$ cat src/rtl/pipelined_carry_increment_subtractor.sv
// Two-stage pipelined carry-increment subtractor: Diff = A - B (mod 2^N).
// Stage 1 computes both half-width sections independently (low section with
// the +1 carry-in of two's-complement subtraction, high section with carry-in
// 0). Stage 2 folds the low carry into the high half through an increment
// chain and derives Borrow/Overflow. Valid/ready handshake with backpressure.
module pipelined_carry_increment_subtractor #(
  parameter int N = 32
) (
  input  logic         clk,
  input  logic         rst_n,
  input  logic         in_valid,
  output logic         in_ready,
  input  logic [N-1:0] A,
  input  logic [N-1:0] B,
  output logic         out_valid,
  input  logic         out_ready,
  output logic [N-1:0] Diff,
  output logic         Borrow,
  output logic         Overflow
);

  localparam int H = N / 2;

  // Handshake controls
  logic s1_valid;
  logic s2_valid;
  logic s1_load;
  logic s2_load;
  logic in_xfer;
  logic s12_xfer;

  // Stage 1 combinational sections
  logic [H:0]   lo_sum;
  logic [H:0]   hi_sum;

  // Stage 1 registers
  logic [H-1:0] s1_lo;
  logic         s1_clo;
  logic [H-1:0] s1_hi;
  logic         s1_chi;
  logic         s1_asign;
  logic         s1_bsign;

  // Stage 2 combinational increment/flags
  logic [H:0]   inc_sum;
  logic         cout;
  logic         ovf_next;

  // Pipeline advance conditions: a stage may load when it is empty or when
  // the stage downstream of it is draining this cycle.
  always_comb begin
    s2_load  = !s2_valid || out_ready;
    s1_load  = !s1_valid || s2_load;
    in_ready = s1_load;
    in_xfer  = in_valid && s1_load;
    s12_xfer = s2_load && s1_valid;
  end

  // Half-width ripple sections; +1 of A + ~B + 1 enters the low section only
  always_comb begin
    lo_sum = {1'b0, A[H-1:0]} + {1'b0, ~B[H-1:0]} + {{H{1'b0}}, 1'b1};
    hi_sum = {1'b0, A[N-1:H]} + {1'b0, ~B[N-1:H]};
  end

  // Stage 1 valid tracks in_valid whenever the stage is allowed to advance
  always_ff @(posedge clk or negedge rst_n) begin
    if (!rst_n) begin
      s1_valid <= 1'b0;
    end else if (s1_load) begin
      s1_valid <= in_valid;
    end
  end

  // Stage 1 data captures only on an accepted input transfer
  always_ff @(posedge clk or negedge rst_n) begin
    if (!rst_n) begin
      s1_lo    <= '0;
      s1_clo   <= 1'b0;
      s1_hi    <= '0;
      s1_chi   <= 1'b0;
      s1_asign <= 1'b0;
      s1_bsign <= 1'b0;
    end else if (in_xfer) begin
      s1_lo    <= lo_sum[H-1:0];
      s1_clo   <= lo_sum[H];
      s1_hi    <= hi_sum[H-1:0];
      s1_chi   <= hi_sum[H];
      s1_asign <= A[N-1];
      s1_bsign <= B[N-1];
    end
  end

  // Increment correction of the high half and result flags
  always_comb begin
    inc_sum  = {1'b0, s1_hi} + {{H{1'b0}}, s1_clo};
    // c_hi and c_inc are mutually exclusive, but both paths must contribute
    cout     = s1_chi | inc_sum[H];
    ovf_next = (s1_asign != s1_bsign) && (inc_sum[H-1] != s1_asign);
  end

  // Stage 2 valid tracks stage 1 valid whenever the output may advance
  always_ff @(posedge clk or negedge rst_n) begin
    if (!rst_n) begin
      s2_valid <= 1'b0;
    end else if (s2_load) begin
      s2_valid <= s1_valid;
    end
  end

  // Stage 2 result registers; held stable while stalled by out_ready
  always_ff @(posedge clk or negedge rst_n) begin
    if (!rst_n) begin
      Diff     <= '0;
      Borrow   <= 1'b0;
      Overflow <= 1'b0;
    end else if (s12_xfer) begin
      Diff     <= {inc_sum[H-1:0], s1_lo};
      Borrow   <= ~cout;
      Overflow <= ovf_next;
    end
  end

  assign out_valid = s2_valid;

endmodule
$ cat config.mk
export PLATFORM = sky130hd
export DESIGN_NAME = pipelined_carry_increment_subtractor
export DESIGN_NICKNAME = d
export VERILOG_FILES = /design/src/rtl/pipelined_carry_increment_subtractor.sv
export SDC_FILE = /design/constraint.sdc
export NUM_CORES = 1
export LEC_CHECK = 0
export ABC_AREA = 1
export BUFFER_PORTS_ARGS = -buffer_cell sky130_fd_sc_hd__buf_4
export CAP_MARGIN = 30
export CORE_AREA = 4 4 127 129
export DETAILED_ROUTE_END_ITERATION = 10
export DIE_AREA = 0 0 131 133
export GPL_ROUTABILITY_DRIVEN = 0
export PLACE_DENSITY = 0.61
export SYNTH_ARGS = -nofsm -noshare
export SYNTH_HDL_FRONTEND = slang
export SYNTH_SLANG_ARGS = --single-unit
$ cat constraint.sdc
create_clock -name clk -period 1.6 [get_ports clk]
set_input_delay 0.16 -clock clk [delete_from_list [all_inputs] [get_ports clk]]
set_output_delay 0.16 -clock clk [all_outputs]
set_load 0.03 [all_outputs]
==> results of run 1 <==
-- how the worst max path moves through the flow --
stage	to	slack [ns]	depth (start not counted)
after floorplan	s1_hi[6]	0.11	6
after CTS	Diff[24]	0.03	7
final	Diff[30]	0.12	8
after global placement	s1_hi[12]	-0.06	13
after global routing	Diff[30]	-0.007	8
after detailed placement	s1_chi	-0.09	12
-- per-layer routing --
metal | up-vias | part of all wire, %
li1 | 2559 | -
met1 | 2043 | 55
met2 | 95 | 39
met3 | 7 | 4.1
met4 | 0 | 1.0
met5 | - | 0
-- area by class of cell --
type | instances | area (um^2) | share of cell area (%)
tap | 188 | 235.2 | 3.615
clock inverter | 3 | 40.04 | 0.6154
sequential | 72 | 1802 | 27.69
inverter | 130 | 488.0 | 7.500
timing repair buffer | 127 | 980.9 | 15.08
multi-input combinational | 537 | 2700 | 41.50
clock buffer | 13 | 260.3 | 4.000
-- layout by cell type, fill, tap and decap left out --
cell,instances
o21ai_2,2
or2_2,4
nor3_1,7
o21ai_1,3
a31oi_1,4
inv_1,128
dfrtp_1,72
or2_0,3
clkbuf_1,2
nand2_2,3
o21ai_0,32
nand2_1,305
ha_1,32
ha_2,2
dlygate4sd3_1,1
nand4_1,4
and2_1,1
buf_4,124
nor2_4,1
nor3_2,1
or2_1,1
fa_1,2
nand3_2,3
clkbuf_8,2
bufinv_16,1
clkbuf_16,9
clkinv_2,2
nor2_2,2
nand3b_1,5
nor2_1,38
inv_2,2
o21bai_1,1
xor2_1,9
xnor2_2,1
a21oi_1,17
buf_12,2
xnor2_1,7
and2_4,1
nand3_1,46
-- sequential cells by signal, indices dropped and copies added (netlist names) --
name	cells
s1_valid	1
s1_asign	1
Borrow	1
s1_clo	1
s1_bsign	1
Diff	32
Overflow	1
s1_hi	16
out_valid	1
s1_lo	16
s1_chi	1
-- metrics by stage --
step           setup TNS (ns)  hold slack, ns
2_1_floorplan               0         -0.1356
3_3_place_gp          -0.1589          0.1710
3_5_place_dp          -0.4008          0.1650
4_1_cts                     0         0.04500
5_1_grt             -0.007080         0.05315
6_report                    0         0.05417
-- logic make-up (layout without fill, tap and decap cells) --
group / count (synthesis) / in the layout / synth area share, %
compound gates: 59 / 59 / 6.154
buf+inv: 144 / 273 / 11.27
fa+ha+maj: 36 / 36 / 9.231
simple gates: 425 / 425 / 34.67
flops: 72 / 72 / 35.73
xor+xnor: 17 / 17 / 2.953
-- worst reg2reg max path, cell delays in order (launching register included) --
cell	delay, ns
dfrtp_1	0.36
ha_2	0.20
ha_2	0.18
nand3_2	0.12
nor2_4	0.13
nand3_1	0.12
xnor2_1	0.15
nand2_1	0.07
nand2_1	0.05
-- report_power, final --
group / total (W) / switching (W) / internal, W / leakage (nW)
Sequential: 0.00269 / 0.000359 / 0.00233 / 0.881
Combinational: 0.00293 / 0.00180 / 0.00114 / 2.70
Clock: 0.00197 / 0.000687 / 0.00129 / 0.150
Total: 0.00759 / 0.00284 / 0.00475 / 3.73
-- repair_timing --
| action | 4_1_cts | 5_1_grt |
|---|---|---|
| gates resized for setup | 0 | 5 |
| endpoints found under the setup margin | 0 | 4 |
| buffers inserted | 0 | 2 |
| hold buffers | 1 | 0 |
| endpoints found under the hold margin | 36 | 0 |
==> metrics.cfg, run 1 <==
[run_status]
outcome=finished clean

[synth]
synth_edf_count=0
syn_nets=857
yosysSeqAreaShare_pct=35.73
syn_area_um2=5042
yosysMostFrequentCell=nand2_1
synth_top_area_cell=dfrtp_1
synth_top_area_share_pct=35.73
synth.top_cells.by_count=nand2_1, inv_1, dfrtp_1
async_reset_ff_share_pct=100.0
synth.distinct_cells=32
syn_area_per_cell_um2=6.696
ys.flop_type=dfrtp_1
synth-seq-cells=72
syn_inst=753
synth_area_leaders=dfrtp_1, nand2_1, inv_1
yosysWarnings=0

[cts]
root_buffer=clkbuf_16
cts_sinks=72
tritoncts=yes
cts_made_buffers=9
htreeDepth=3
worstSkewPairLatency_ns=0.33
path_clk_slew_ns=0.05
clk_path_buf_depth=2

[power_and_ir_drop]
power_w=0.007593
p_leak_nw=3.735
power-per-cell-area_nw_per_um2=1167
peakVddDrop_v=0.0004317

[sta]
clock_skew_ns=0.004027
finalHoldViolCount=0
min_period_ns=1.483
max_clock_freq_mhz=674.4
max_slew_margin_pct=66.87
period_share_pct=92.68
setup-violations-final=0
drv_slew=0
tightest_slew_ns=0.4970
worst_slack_ns=0.1171

[setup_path]
crit_chain=ha_2, ha_2, nand3_2, nor2_4, nand3_1, xnor2_1, nand2_1, nand2_1
critPathMaxFanout=3
criticalPathCategory=reg -> reg
reg2reg_depth=8
worst_path_largest_cell_delay_ns=0.36
cp.arrival_ns=1.70
cp_slowest_cell=dfrtp_1
startpoint_type=flip-flop
crit_path_end_kind=flip-flop
worst-r2r-setup-slack_ns=0.12
cp.required_ns=1.82
cp_top_family=simple AND/OR/NAND/NOR gates
cp.buffers_inverters=0
worstReg2RegStart=s1_hi[0]
rr_endpoint=Diff[30]
startpoint=s1_hi[0]

[finish]
drive_gt1_share_pct=18.37
fin_area_um2=6506
n_fill_cell=1573
fin_util_pct=43.28
diodes=0
areaGrowthSynthToFinish_pct=29.03
fin_nets=981
finalNonFillerCells=1070

[place]
dp_cells=1051
dpl_cell_area_um2=6158
pre_cts_slack_ns=-0.08874
place_hpwl_um=9841
port-buffer-count=103

[floorplanning]
die_x_um=131
initial_utilization_pct=33.54
pin_count=104
die_y_um=133
dieArea_um2=17420
core_um2=15030
fp-row-count=45

[global_routing]
grt_use_met3_pct=2.503
grt_usage_pct=14.11
antenna_found_initial=0
grt_pass1_vias=4260
gr-usage-met2_pct=18.65
gr-usage-met1_pct=23.06
busiest_layer=met1
grt_max_degree=47
grt_pass1_wl_um=20140
overflow=0

[route]
avgViaCountPerCell=4.396
wl_per_cell_um=11.24
dr.first_iter.drc_count=243
ant_nets=0
drt_wl_total_um=12030
vias=4704
drc=0
firstDrtPassIters=5

[job]
drv_cap=0

[min_path]
min_from=A[31]
hold_path_end=s1_asign
whs_path_depth=3
hold_path_class=in -> reg

Power figures use the tool's default switching activity.
==> run 2: changes to the inputs <==
==> constraint.sdc (replaced) <==
create_clock -name clk -period 1.6 [get_ports clk]
set_input_delay 0.24 -clock clk [delete_from_list [all_inputs] [get_ports clk]]
set_output_delay 0.24 -clock clk [all_outputs]
set_load 0.03 [all_outputs]
==> metrics.cfg, run 2 (synthesis gave the netlist of run 1 again) <==
[setup_path]
startpoint_type=flip-flop
cp.required_ns=1.81  ; about the same
critPathMaxFanout=3  ; unchanged
worst_path_largest_cell_delay_ns=0.36  ; about the same
crit_path_end_kind=flip-flop
cp_slowest_cell=dfrtp_1
cp.buffers_inverters=0  ; unchanged
cp_top_family=simple AND/OR/NAND/NOR gates
crit_chain=ha_1, ha_1, nand3_2, nor2_2, nand3_1, xnor2_1, nand2_1, nand2_1
criticalPathCategory=reg -> reg
cp.arrival_ns=1.71  ; about the same

[route]
dr.first_iter.drc_count=259  ; +6.6%
drt_wl_total_um=11920  ; -0.94%
wl_per_cell_um=11.09  ; -1.4%
ant_nets=0  ; unchanged
firstDrtPassIters=4  ; -1
drc=0  ; unchanged
avgViaCountPerCell=4.356  ; -0.91%
vias=4683  ; -0.45%

[power_and_ir_drop]
p_leak_nw=3.762  ; +0.74%
power-per-cell-area_nw_per_um2=1140  ; -2.3%
peakVddDrop_v=0.0004415  ; +2.3%
power_w=0.007450  ; -1.9%

[sta]
worst_slack_ns=0.1011  ; -0.01599 ns
drv_slew=0  ; unchanged
finalSetupTns_ns=0  ; unchanged
max_slew_margin_pct=71.78  ; +4.9 points
clock_skew_ns=0.003982  ; -0.00004541 ns
rsz0062_at_grt=yes
period_share_pct=93.68  ; +1.0 points
tightest_slew_ns=0.4234  ; -0.07364 ns
finalHoldViolCount=0  ; unchanged
min_period_ns=1.499  ; +0.01599 ns
max_clock_freq_mhz=667.2  ; -1.1%
setup-violations-final=0  ; unchanged

[cts]
root_buffer=clkbuf_16
cts_sinks=72  ; unchanged
tritoncts=yes
cts_made_buffers=9  ; unchanged
cts_setup_buffers=0  ; unchanged
worstSkewPairLatency_ns=0.32  ; about the same
path_clk_slew_ns=0.05  ; about the same
htreeDepth=3  ; unchanged
clk_path_buf_depth=2  ; unchanged

[finish]
diodes=0  ; unchanged
regMostFlops=Diff
areaGrowthSynthToFinish_pct=29.60
largest_reg_flops=32  ; unchanged
finalNonFillerCells=1075  ; +0.47%
multi_input_area_um2=2690  ; -0.37%
top_regs=Diff (32), s1_hi (16), s1_lo (16)
fin_nets=988  ; +0.71%
layout_common_cells=nand2_1, buf_4, inv_1
drive_gt1_share_pct=18.60  ; +0.23 points
fin_area_um2=6535  ; +0.44%
n_fill_cell=1561  ; -0.76%
final_common_cell=nand2_1
seq_area_um2=1802  ; unchanged

[global_routing]
antenna_found_initial=0  ; unchanged
grt_max_degree=47  ; unchanged
grt_usage_pct=13.93  ; -0.18 points
overflow=0  ; unchanged
grt_pass1_vias=4200  ; -1.4%
grt_pass1_wl_um=20020  ; -0.59%

[place]
dp_cells=1060  ; +0.86%
dpl_cell_area_um2=6238  ; +1.3%
pre_cts_slack_ns=-0.1481  ; -0.05940 ns
port-buffer-count=103  ; unchanged
place_hpwl_um=9755  ; -0.87%

[run_status]
outcome=finished clean

[floorplanning]
dieArea_um2=17420  ; unchanged
core_um2=15030  ; unchanged
die_x_um=131  ; unchanged
fp-row-count=45  ; unchanged
die_y_um=133  ; unchanged
pin_count=104  ; unchanged
initial_utilization_pct=33.54  ; unchanged

[job]
drv_cap=0  ; unchanged

[min_path]
hold_path_class=in -> reg

## run 2: cell count changes in the layout (fill, tap and decap cells not counted), sizes merged
cell,delta
buf,+7
clkinv,-2
bufinv,-1
clkbuf,+1
## run 2: worst min-delay path, delay by kind of cell
family                 cells  cell delay, ns
and+or+nand+nor            1            0.04
buffers and inverters      1            0.09
AOI/OAI and AO/OA          1            0.05
## run 2: stage by stage
stage / utilization (%) / hold slack, ns
6_report: 43.47 / 0.1349
5_1_grt: 43.47 / 0.1294
4_1_cts: 43.39 / 0.1213
3_5_place_dp: 41.50 / 0.1200
3_3_place_gp: 41.50 / 0.1158
2_1_floorplan: - / -0.05559
## run 2: area by class of cell
cell class	instances	area share, %
Tap cell	188	3.599
Inverter	130	7.467
Timing Repair Buffer	134	16.01
Sequential cell	72	27.57
Clock buffer	14	4.193
Multi-Input combinational cell	537	41.16
## run 2: power by group
part           switching, W  internal, W  leakage (nW)  total (W)
Combinational       0.00180      0.00116          2.75    0.00296
Sequential         0.000344      0.00233         0.881    0.00267
Clock              0.000661      0.00116         0.135    0.00182
## run 2: worst paths after layout
kind / startpoint / to / slack [ns] / depth (start not counted)
worst max-delay path: s1_hi[0] / Diff[30] / 0.10 / 8
min in group asynchronous: rst_n / s1_hi[15] / 0.33 / 2
max in group asynchronous: rst_n / Diff[18] / 0.77 / 3
worst max register to register: s1_hi[0] / Diff[30] / 0.10 / 8
worst min register to register: s1_lo[10] / Diff[10] / 0.47 / 2
worst min-delay path: A[31] / s1_asign / 0.13 / 3
## run 2: layer usage
| metal | part of all wire [%] | up-vias | track usage, % |
|---|---|---|---|
| li1 | - | 2578 | - |
| met1 | 56 | 1996 | 23.15 |
| met2 | 39 | 104 | 18.06 |
| met3 | 5.0 | 5 | 2.503 |
| met4 | 0.76 | 0 | 3.429 |
| met5 | 0 | - | 0 |
## run 2: what timing repair did
action / in CTS / in global routing
hold buffers: 1 / 0
hold endpoints to repair: 13 / 0
resized for setup: 0 / 2
setup endpoints to repair: 0 / 3
==> run 3: changes to the inputs <==
MAX_ROUTING_LAYER = met4   (was unset)
PLACE_DENSITY = 0.59   (was 0.61)
clock period = 1.5 ns   (was 1.6 ns; I/O delays follow)
==> metrics.cfg, run 3 (synthesis gave the netlist of run 1 again) <==
[run_status]
outcome=finished clean

[route]
firstDrtPassIters=5  ; +1
ant_nets=0  ; unchanged
dr_wl_met3_um=524  ; -12%
highest_layer=met4
vias=4677  ; -0.13%
drt_wl_total_um=12210  ; +2.5%
dr.first_iter.drc_count=247  ; -4.6%
wl_per_cell_um=11.15  ; +0.59%
met1_length_um=6846  ; +3.3%
drc=0  ; unchanged
dr_wl_met2_um=4722  ; +2.6%
avgViaCountPerCell=4.271  ; -2.0%

[setup_path]
cp.depth=8  ; unchanged
cp.buffers_inverters=0  ; unchanged
critPathMaxFanout=3  ; unchanged
cp.arrival_ns=1.66  ; -0.05 ns
cp.required_ns=1.72  ; -0.09 ns
crit_chain=ha_2, ha_2, nand3_2, nor2_2, nand3_2, xnor2_1, nand2_1, nand2_1
worst_path_largest_cell_delay_ns=0.36  ; about the same
startpoint_type=flip-flop
cp_slowest_cell=dfrtp_1
cp_top_family=simple AND/OR/NAND/NOR gates
criticalPathCategory=reg -> reg
reg2reg_depth=8  ; unchanged
crit_path_end_kind=flip-flop

[global_routing]
grt_max_degree=47  ; unchanged
antenna_found_initial=0  ; unchanged
overflow=0  ; unchanged
grt_usage_pct=14.72  ; +0.79 points
grt_pass1_vias=4167  ; -0.79%
grt_pass1_wl_um=20200  ; +0.86%

[sta]
min_period_ns=1.444  ; -0.05465 ns
hold_slack_ns=0.1109  ; -0.02405 ns
finalHoldViolCount=0  ; unchanged
tightest_slew_ns=0.4166  ; -0.006780 ns
rsz0062_at_grt=yes
max_slew_margin_pct=72.23  ; +0.45 points
drv_slew=0  ; unchanged
max_clock_freq_mhz=692.4  ; +3.8%
setup-violations-final=0  ; unchanged
clock_skew_ns=0.008131  ; +0.004149 ns
period_share_pct=96.28  ; +2.6 points

[power_and_ir_drop]
peakVddDrop_v=0.0004811  ; +9.0%
p_leak_nw=3.871  ; +2.9%
power-per-cell-area_nw_per_um2=1210  ; +6.1%

[floorplanning]
die_y_um=133  ; unchanged
initial_utilization_pct=33.54  ; unchanged
fp-row-count=45  ; unchanged
pin_count=104  ; unchanged
die_x_um=131  ; unchanged
core_um2=15030  ; unchanged
dieArea_um2=17420  ; unchanged

[place]
place_hpwl_um=9947  ; +2.0%
port-buffer-count=103  ; unchanged

[min_path]
whs_path_depth=3  ; unchanged
hold_path_class=in -> reg

[finish]
areaGrowthSynthToFinish_pct=33.23
top_regs=Diff (32), s1_hi (16), s1_lo (16)
drive_gt1_share_pct=21.28  ; +2.7 points
fin_nets=1006  ; +1.8%
diodes=0  ; unchanged
regMostFlops=Diff
fin_util_pct=44.69  ; +1.2 points
final_common_cell=nand2_1
layout_common_cells=nand2_1, buf_4, inv_1
n_fill_cell=1571  ; +0.64%
multi_input_area_um2=2728  ; +1.4%
seq_area_um2=1802  ; unchanged
largest_reg_flops=32  ; unchanged

[job]
drv_cap=0  ; unchanged

[cts]
clk_path_buf_depth=2  ; unchanged
cts_made_buffers=9  ; unchanged
tritoncts=yes
worstSkewPairLatency_ns=0.33  ; about the same
root_buffer=clkbuf_16
cts_sinks=72  ; unchanged
htreeDepth=3  ; unchanged
path_clk_slew_ns=0.05  ; about the same

run 3: cell count changes in the layout (fill, tap and decap cells not counted), moves of 2 or more:
| cell | previous run | this run |
|---|---|---|
| ha_2 | 0 | 2 |
| nor2_1 | 38 | 36 |
| clkinv_2 | 0 | 3 |
| buf_4 | 130 | 148 |
| ha_1 | 34 | 32 |
| nand3_2 | 3 | 6 |
| nor2_2 | 3 | 5 |
| clkbuf_8 | 3 | 0 |
| nand3_1 | 46 | 43 |
run 3: path summary, 6_finish.rpt:
path / startpoint / endpoint / slack [ns]
min in group asynchronous: rst_n / s1_bsign / 0.30
min: A[31] / s1_asign / 0.11
max reg2reg: s1_hi[0] / Diff[30] / 0.06
min reg2reg: s1_lo[4] / Diff[4] / 0.46
max in group asynchronous: rst_n / s1_lo[14] / 0.70
max: s1_hi[0] / Diff[30] / 0.06
run 3: layout make-up:
class | count | share of cell area, %
Sequential cell | 72 | 26.82
Tap cell | 188 | 3.502
Clock buffer | 12 | 3.520
Timing Repair Buffer | 152 | 17.58
Multi-Input combinational cell | 537 | 40.60
Inverter | 130 | 7.301
Clock inverter | 4 | 0.6705
run 3: repair_timing:
item	CTS	global route
hold endpoints to repair	16	0
endpoints found under the setup margin	3	9
pin swaps	0	5
hold buffers	1	0
resized for setup	3	7
setup buffers	0	2
run 3: layer usage:
metal	track usage, %	up-vias
met5	-	-
met4	4.114	0
met3	2.826	5
met2	18.26	97
met1	23.63	1963
li1	-	2612
run 3: stage by stage:
stage / area, um^2 / power (W) / worst slack (ns) / TNS, ns / std cells
final: 6718 / 0.008128 / 0.05580 / 0 / 1095
after global routing: 6718 / 0.008711 / -0.05527 / -0.08861 / 1095
after CTS: 6680 / 0.008216 / 0.002098 / 0 / 1093
after detailed placement: 6371 / 0.006132 / -0.2143 / -3.354 / 1076
after global placement: 6371 / 0.006092 / -0.2004 / -3.093 / 1076
after floorplan: 5060 / 0.004803 / 0.006791 / 0 / 753
run 3: report_power, final:
part | total [W] | internal (W) | switching, W
combinational | 0.00324 | 0.00130 | 0.00194
sequential | 0.00286 | 0.00249 | 0.000375
clock | 0.00203 | 0.00128 | 0.000753
total | 0.00813 | 0.00506 | 0.00307
run 3: worst min-delay path, cell delays in order:
cell and delay, ns:
buf_4 0.08, nand2_1 0.04, o21ai_0 0.05
